==> src/rtl/axi_arb_pkg.sv <==
// Shared types and the round-robin pick used by the AXI read arbiter.
package axi_arb_pkg;

  // Index type is sized for the largest supported requester count (8), so
  // one package serves every legal N_REQ.
  localparam int MAX_REQ = 8;
  typedef logic [2:0] idx_t;

  typedef struct packed {
    logic found;
    idx_t idx;
  } pick_t;

  // Round-robin: first set bit of req at or after last+1, wrapping modulo n.
  // Candidates are scanned farthest-first so the nearest hit is written last.
  function automatic pick_t rr_pick(input logic [MAX_REQ-1:0] req,
                                    input idx_t last, input int n);
    pick_t p;
    int    c;
    p = '0;
    for (int i = MAX_REQ; i >= 1; i--) begin
      if (i <= n) begin
        c = (int'(last) + i) % n;
        if (req[c[2:0]]) begin
          p.found = 1'b1;
          p.idx   = c[2:0];
        end
      end
    end
    return p;
  endfunction

endpackage

==> src/rtl/sync_fifo.sv <==
// Routing FIFO: remembers which requester issued each outstanding read.
module sync_fifo
  import axi_arb_pkg::*;
#(
  parameter int DEPTH = 4,
  parameter int CW    = $clog2(DEPTH+1)
) (
  input  logic          clk,
  input  logic          rst,
  input  logic          push,
  input  idx_t          push_data,
  input  logic          pop,
  output idx_t          head,
  output logic          full,
  output logic          empty,
  output logic [CW-1:0] count
);
  localparam int AW = $clog2(DEPTH);

  // Pointers carry an extra wrap bit so full and empty are distinguishable.
  logic [AW:0] wr_ptr_q, wr_ptr_d, rd_ptr_q, rd_ptr_d;
  idx_t        mem_q [DEPTH];

  assign empty = (wr_ptr_q == rd_ptr_q);
  assign full  = (wr_ptr_q[AW] != rd_ptr_q[AW]) &&
                 (wr_ptr_q[AW-1:0] == rd_ptr_q[AW-1:0]);
  assign count = CW'(wr_ptr_q - rd_ptr_q);
  assign head  = mem_q[rd_ptr_q[AW-1:0]];

  // Advance pointers on guarded push/pop; both may happen in one cycle.
  always_comb begin
    wr_ptr_d = wr_ptr_q;
    rd_ptr_d = rd_ptr_q;
    if (push && !full) wr_ptr_d = wr_ptr_q + 1'b1;
    if (pop && !empty) rd_ptr_d = rd_ptr_q + 1'b1;
  end

  // Pointer state, cleared by reset.
  always_ff @(posedge clk) begin
    if (rst) begin
      wr_ptr_q <= '0;
      rd_ptr_q <= '0;
    end else begin
      wr_ptr_q <= wr_ptr_d;
      rd_ptr_q <= rd_ptr_d;
    end
  end

  // Storage needs no reset; entries are only read between the pointers.
  always_ff @(posedge clk) begin
    if (push && !full) mem_q[wr_ptr_q[AW-1:0]] <= push_data;
  end

endmodule

==> src/rtl/axi_rd_arb.sv <==
// Round-robin arbiter sharing one single-beat, in-order AXI read channel.
module axi_rd_arb
  import axi_arb_pkg::*;
#(
  parameter int N_REQ      = 2,
  parameter int ADDR_WIDTH = 32,
  parameter int DATA_WIDTH = 32,
  parameter int DEPTH      = 4
) (
  input  logic                             clk,
  input  logic                             rst,
  input  logic [N_REQ-1:0]                 i_req_addr_vld,
  input  logic [N_REQ-1:0][ADDR_WIDTH-1:0] i_req_addr,
  output logic [N_REQ-1:0]                 o_req_addr_rdy,
  output logic [N_REQ-1:0]                 o_req_data_vld,
  output logic [DATA_WIDTH-1:0]            o_req_data,
  input  logic [N_REQ-1:0]                 i_req_data_rdy,
  output logic                             o_ar_vld,
  output logic [ADDR_WIDTH-1:0]            o_ar_addr,
  input  logic                             i_ar_rdy,
  input  logic                             i_r_vld,
  input  logic [DATA_WIDTH-1:0]            i_r_data,
  output logic                             o_r_rdy,
  output logic [$clog2(DEPTH+1)-1:0]       o_outstanding,
  output logic                             o_busy
);
  localparam int CW = $clog2(DEPTH+1);

  logic                  ar_vld_q, ar_vld_d;
  logic [ADDR_WIDTH-1:0] ar_addr_q, ar_addr_d;
  idx_t                  last_grant_q, last_grant_d;

  logic [MAX_REQ-1:0]    vld_pad, drdy_pad;
  logic [ADDR_WIDTH-1:0] win_addr;
  pick_t                 pick;
  logic                  ar_free, can_accept, accept, r_fire;
  logic                  fifo_full, fifo_empty;
  idx_t                  head;
  logic [CW-1:0]         count;

  sync_fifo #(.DEPTH(DEPTH), .CW(CW)) u_route (
    .clk      (clk),
    .rst      (rst),
    .push     (accept),
    .push_data(pick.idx),
    .pop      (r_fire),
    .head     (head),
    .full     (fifo_full),
    .empty    (fifo_empty),
    .count    (count)
  );

  // Widen per-requester vectors to the package width for indexing by idx_t.
  always_comb begin
    vld_pad  = '0;
    drdy_pad = '0;
    for (int j = 0; j < N_REQ; j++) begin
      vld_pad[j]  = i_req_addr_vld[j];
      drdy_pad[j] = i_req_data_rdy[j];
    end
  end

  assign pick       = rr_pick(vld_pad, last_grant_q, N_REQ);
  assign ar_free    = !ar_vld_q || i_ar_rdy;
  // A pop this cycle deliberately does not open a slot (count, not pop).
  assign can_accept = ar_free && !fifo_full;
  assign accept     = pick.found && can_accept;

  assign o_r_rdy    = !fifo_empty && drdy_pad[head];
  assign r_fire     = i_r_vld && o_r_rdy;
  assign o_req_data = i_r_data;

  // Per-requester handshakes: address rdy to the winner, data vld to the head.
  always_comb begin
    o_req_addr_rdy = '0;
    o_req_data_vld = '0;
    win_addr       = '0;
    for (int j = 0; j < N_REQ; j++) begin
      if (pick.found && pick.idx == idx_t'(j)) begin
        o_req_addr_rdy[j] = can_accept;
        win_addr          = i_req_addr[j];
      end
      if (i_r_vld && !fifo_empty && head == idx_t'(j)) o_req_data_vld[j] = 1'b1;
    end
  end

  // AR register: load on accept, clear on drain, otherwise hold (AXI stable).
  always_comb begin
    ar_vld_d     = ar_vld_q;
    ar_addr_d    = ar_addr_q;
    last_grant_d = last_grant_q;
    if (accept) begin
      ar_vld_d     = 1'b1;
      ar_addr_d    = win_addr;
      last_grant_d = pick.idx;
    end else if (ar_vld_q && i_ar_rdy) begin
      ar_vld_d = 1'b0;
    end
  end

  // Reset parks last_grant at N_REQ-1 so requester 0 wins first.
  always_ff @(posedge clk) begin
    if (rst) begin
      ar_vld_q     <= 1'b0;
      ar_addr_q    <= '0;
      last_grant_q <= idx_t'(N_REQ-1);
    end else begin
      ar_vld_q     <= ar_vld_d;
      ar_addr_q    <= ar_addr_d;
      last_grant_q <= last_grant_d;
    end
  end

  assign o_ar_vld      = ar_vld_q;
  assign o_ar_addr     = ar_addr_q;
  assign o_outstanding = count;
  assign o_busy        = ar_vld_q || (count != '0);

endmodule
==> config.mk <==
export PLATFORM = sky130hd
export DESIGN_NAME = axi_rd_arb
export DESIGN_NICKNAME = d
export VERILOG_FILES = /design/src/rtl/axi_arb_pkg.sv /design/src/rtl/sync_fifo.sv /design/src/rtl/axi_rd_arb.sv
export SDC_FILE = /design/constraint.sdc
export NUM_CORES = 1
export LEC_CHECK = 0
export CORE_MARGIN = 1
export CORE_UTILIZATION = 40
export CTS_CLUSTER_DIAMETER = 50
export DETAILED_ROUTE_END_ITERATION = 12
export DONT_BUFFER_PORTS = 1
export GPL_TIMING_DRIVEN = 0
export PLACE_DENSITY = 0.52
export SLEW_MARGIN = 0
export SYNTH_ARGS = -nofsm -noshare
export SYNTH_HDL_FRONTEND = slang
export SYNTH_HIERARCHICAL = 1
export SYNTH_SLANG_ARGS = --single-unit
==> constraint.sdc <==
create_clock -name clk -period 6.82 [get_ports clk]
set_input_delay 1.364 -clock clk [delete_from_list [all_inputs] [get_ports clk]]
set_output_delay 1.364 -clock clk [all_outputs]
set_load 0.01 [all_outputs]
==> run_summary.xml <==
<?xml version="1.0" encoding="UTF-8"?>
<metrics>
  <group name="timing">
    <metric name="min_period_over_period" unit="">0.567</metric>
    <metric name="rsz0062_at_grt" unit="">false</metric>
    <metric name="totalNegativeSetupSlack" unit="ns">0</metric>
    <metric name="finalHoldWorstSlack" unit="ns">0.544</metric>
    <metric name="final-hold-violation-count" unit="">0</metric>
    <metric name="fmax" unit="GHz">0.259</metric>
    <metric name="worst_slew_margin_rel" unit="">0.478</metric>
    <metric name="final_max_slew_viol_count" unit="">0</metric>
    <metric name="clock_skew" unit="ns">0.0168</metric>
    <metric name="timing.final.setup_violations" unit="">0</metric>
    <metric name="worst-slew-pin-transition" unit="ns">0.776</metric>
    <metric name="fin_ws" unit="ns">2.95</metric>
    <metric name="final.min_clock_period" unit="ns">3.87</metric>
  </group>
  <group name="placed_design">
    <metric name="post-place-ws" unit="ns">3.11</metric>
    <metric name="dp_hpwl" unit="um">5570</metric>
    <metric name="port_buffers" unit="">0</metric>
    <metric name="placed_cells" unit="">401</metric>
    <metric name="routabilityCongestion" unit="">0.715</metric>
  </group>
  <group name="clocking">
    <metric name="cts_post_setup_buffers_inserted" unit="">0</metric>
    <metric name="htree_num_levels" unit="">2</metric>
    <metric name="ctsLongestPathBuffers" unit="">2</metric>
    <metric name="tritoncts" unit="">built</metric>
    <metric name="cts-hold-fix-buffers" unit="">0</metric>
    <metric name="worst_setup_hold_path_clk_slew" unit="ns">0.09</metric>
    <metric name="worst_skew_pair.late_latency" unit="ns">0.31</metric>
    <metric name="numCtsBuffers" unit="">5</metric>
    <metric name="cts_resized" unit="">0</metric>
    <metric name="number_of_sinks_driven_by_the_clock_tree" unit="">54</metric>
    <metric name="root_buffer" unit="">sky130_fd_sc_hd__clkbuf_8</metric>
  </group>
  <group name="floorplan">
    <metric name="starting_density" unit="">0.422</metric>
    <metric name="rows" unit="">31</metric>
    <metric name="design.portCount" unit="">178</metric>
    <metric name="dieHeight" unit="um">90.5</metric>
    <metric name="die_width" unit="um">90.5</metric>
    <metric name="core-area" unit="mm2">0.00741</metric>
    <metric name="die_area" unit="mm2">0.00818</metric>
  </group>
  <group name="pwr">
    <metric name="relative_contribution_of_combinational_cells_to_total_power" unit="">0.325</metric>
    <metric name="share_seq_of_total_power" unit="">0.451</metric>
    <metric name="worst_ir_drop_vdd" unit="uV">141</metric>
    <metric name="p_int" unit="uW">622</metric>
    <metric name="power.leakage" unit="nW">1.20</metric>
    <metric name="switchingPower" unit="uW">342</metric>
    <metric name="power_per_standard_cell_area" unit="mW/mm2">285</metric>
    <metric name="power.switching_fraction" unit="">0.355</metric>
    <metric name="share_clk_of_total_power" unit="">0.224</metric>
  </group>
  <group name="worst_setup_path">
    <metric name="cpLargestDelayFamily" unit="">buffers and inverters</metric>
    <metric name="r2r_setup_slack" unit="ns">3.92</metric>
    <metric name="cell_with_the_largest_stage_delay_on_the_worst_path" unit="">sky130_fd_sc_hd__dfxtp_1</metric>
    <metric name="path_cells" unit="">inv_1 -&gt; ha_1 -&gt; nand2_1 -&gt; buf_2 -&gt; nor2_1 -&gt; clkinv_1 -&gt; clkbuf_1 -&gt; and3_1</metric>
    <metric name="critical_path_buf_inv_count" unit="">4</metric>
    <metric name="cp_data_required_time" unit="ns">5.46</metric>
    <metric name="crit_arrival" unit="ns">2.50</metric>
    <metric name="critical_path_class" unit="">reg -&gt; out</metric>
    <metric name="critical_path.reg2reg.startpoint" unit="">u_route/wr_ptr_q[0]</metric>
    <metric name="r2r_cells" unit="">10</metric>
    <metric name="worst-path-max-fanout" unit="">10</metric>
    <metric name="slowest_delay" unit="ns">0.43</metric>
    <metric name="cp-end-kind" unit="">output pin</metric>
    <metric name="worstSetupStartpointType" unit="">flop</metric>
  </group>
  <group name="cells_and_area">
    <metric name="net_total_in_the_final_layout" unit="">421</metric>
    <metric name="area.growth.synth_to_final" unit="%">8.32</metric>
    <metric name="insertedDiodeCount" unit="">0</metric>
    <metric name="fraction_of_the_core_area_covered_by_cells_at_the_end_of_the_flow" unit="">0.458</metric>
    <metric name="post_layout_nonfiller_instances" unit="">409</metric>
    <metric name="commonest_cells_after_routing_fill_and_taps_aside" unit="">42 x sky130_fd_sc_hd__dfxtp_1, 36 x sky130_fd_sc_hd__a31oi_1, 33 x sky130_fd_sc_hd__buf_4, 32 x sky130_fd_sc_hd__a32oi_1, 29 x sky130_fd_sc_hd__a211oi_2</metric>
    <metric name="layout.cells.most_common" unit="">sky130_fd_sc_hd__dfxtp_1</metric>
    <metric name="post_route_cells_drive_above_1_share" unit="">0.303</metric>
  </group>
  <group name="worst_hold_path">
    <metric name="hold_path_end" unit="">u_route/wr_ptr_q[2]</metric>
    <metric name="hold_path.startpoint" unit="">u_route/wr_ptr_q[2]</metric>
    <metric name="hold_path_class" unit="">reg -&gt; reg</metric>
    <metric name="holdPathStages" unit="">2</metric>
  </group>
  <group name="grt">
    <metric name="groute.usage.overall" unit="">0.181</metric>
    <metric name="largest_net_degree_at_the_start_of_global_routing" unit="">17</metric>
    <metric name="global_route_wire_length_before_repair" unit="um">11800</metric>
    <metric name="antenna_found_initial" unit="">0</metric>
    <metric name="global_route.overflow_total" unit="">0</metric>
    <metric name="number_of_global_route_vias_before_repair" unit="">2272</metric>
  </group>
  <group name="synth">
    <metric name="syn_area" unit="mm2">0.00313</metric>
    <metric name="synth-edff-count" unit="">12</metric>
    <metric name="synth_unique_cells" unit="">48</metric>
    <metric name="async_flop_share" unit="">0</metric>
    <metric name="syn_inst" unit="">295</metric>
    <metric name="synth_seq_cells" unit="">54</metric>
    <metric name="ys.warnings.count" unit="">6</metric>
    <metric name="synth.yosys.seq_area_share" unit="">0.384</metric>
    <metric name="synth_area_leaders" unit="">sky130_fd_sc_hd__dfxtp_1 27%, sky130_fd_sc_hd__a211oi_2 12%, sky130_fd_sc_hd__edfxtp_1 12%</metric>
    <metric name="synth_area_leader_cell" unit="">sky130_fd_sc_hd__dfxtp_1</metric>
    <metric name="synth.avg_cell_area" unit="um2">10.6</metric>
    <metric name="synth_ff_type" unit="">sky130_fd_sc_hd__dfxtp_1</metric>
    <metric name="yosys.area.top_type_share" unit="">0.269</metric>
  </group>
  <group name="detailed_routing">
    <metric name="num_vias" unit="">2426</metric>
    <metric name="viasPerCell" unit="">5.93</metric>
    <metric name="routed_wl" unit="um">7540</metric>
    <metric name="drt-pass1-iter-count" unit="">4</metric>
    <metric name="dr.first_iter.drc_count" unit="">93</metric>
    <metric name="detail_route.wl_per_cell" unit="um">18.4</metric>
    <metric name="antenna_violating_nets_post_route" unit="">0</metric>
    <metric name="detail_route.drc_violations" unit="">0</metric>
  </group>
  <group name="run_status">
    <metric name="run_status" unit="">finished, final reports clean</metric>
  </group>
  <group name="run">
    <metric name="max_cap_violations" unit="">0</metric>
  </group>
</metrics>
[area by class of cell]
cell class | instances | area, um2
clock buffers | 6 | 72.6
inverters | 8 | 32.5
multi-input cells | 176 | 1500
clock inverters | 2 | 37.5
flip-flops and latches | 54 | 1200
plain buffers | 64 | 418
fillers | 718 | 4020
well taps | 99 | 124
[Yosys cell counts (all sizes together) (3+ instances only)]
cell type and number:
or4 3, and2 4, edfxtp 12, inv 7, a211oi 32, clkbuf 12
a31oi 36, buf 52, nor2 3, a32oi 32, nand2 7, mux4 3
o311ai 3, ha 7, nand3 4, nor3 3, dfxtp 42, nor3b 6
[power groups by stage]
| stage | Clock, mW | Combinational [mW] | Sequential [mW] |
|---|---|---|---|
| 2_1_floorplan | 0 | 0.263 | 0.429 |
| 3_3_place_gp | 0 | 0.315 | 0.442 |
| 3_5_place_dp | 0 | 0.316 | 0.442 |
| 4_1_cts | 0.222 | 0.317 | 0.436 |
| 5_1_grt | 0.236 | 0.347 | 0.442 |
| 6_report | 0.216 | 0.313 | 0.435 |
[sequential cells by signal, indices dropped and copies added (netlist names), named ones only]
register	flops
u_route/rd_ptr_q	3
o_ar_addr	32
o_ar_vld	1
u_route/mem_q	12
last_grant_q	1
u_route/wr_ptr_q	3
[logic make-up (layout without fill, tap and decap cells)]
| group | Yosys count | after routing | synth area share |
|---|---|---|---|
| and+or+nand+nor | 45 | 45 | 0.0924 |
| buffers and inverters | 72 | 80 | 0.144 |
| xor gates and xnor gates | 2 | 2 | 0.00800 |
| other | 1 | 8 | 0.00120 |
| adders and majority gates | 8 | 8 | 0.0344 |
| DFF | 54 | 54 | 0.384 |
| AOI/OAI and AO/OA | 109 | 109 | 0.311 |
| muxes | 4 | 4 | 0.0248 |
[worst reg2reg max path, stage by stage, from the launching register on]
cell and delay (ns):
sky130_fd_sc_hd__dfxtp_1 0.43, sky130_fd_sc_hd__inv_1 0.12, sky130_fd_sc_hd__ha_1 0.36, sky130_fd_sc_hd__nand2_1 0.14, sky130_fd_sc_hd__buf_2 0.24, sky130_fd_sc_hd__nor2b_1 0.10, sky130_fd_sc_hd__nor2_1 0.11, sky130_fd_sc_hd__nand2_1 0.09
sky130_fd_sc_hd__nor3_1 0.64, sky130_fd_sc_hd__nor3b_1 0.13, sky130_fd_sc_hd__or4_1 0.43
[routing by layer]
| metal | up-vias | part of all wire | GRT usage |
|---|---|---|---|
| met2 | 113 | 0.48 | 0.295 |
| met3 | 6 | 0.080 | 0.0539 |
| li1 | 1152 | - | - |
| met5 | - | 0 | 0 |
| met4 | 0 | 0.012 | 0.0551 |
| met1 | 1155 | 0.43 | 0.230 |
[how the worst max path moves through the flow]
| stage | startpoint | to | slack, ns | cells after the start |
|---|---|---|---|---|
| floorplan | i_ar_rdy | o_req_addr_rdy[1] | 3.31 | 4 |
| global placement | i_ar_rdy | o_req_addr_rdy[1] | 3.13 | 4 |
| detailed placement | i_ar_rdy | o_req_addr_rdy[1] | 3.11 | 4 |
| CTS | u_route/wr_ptr_q[0] | o_req_addr_rdy[1] | 2.93 | 8 |
| global route | u_route/wr_ptr_q[0] | o_req_addr_rdy[1] | 2.71 | 8 |
| finish | u_route/wr_ptr_q[0] | o_req_addr_rdy[1] | 2.95 | 8 |
[metrics by stage]
step	total power, mW	instance area (um2)
after floorplan	0.692	3160
after global placement	0.757	3280
after detailed placement	0.759	3280
after CTS	0.975	3390
after global routing	1.02	3390
final	0.964	3390
Note: power is estimated with default switching activity, not from simulation.
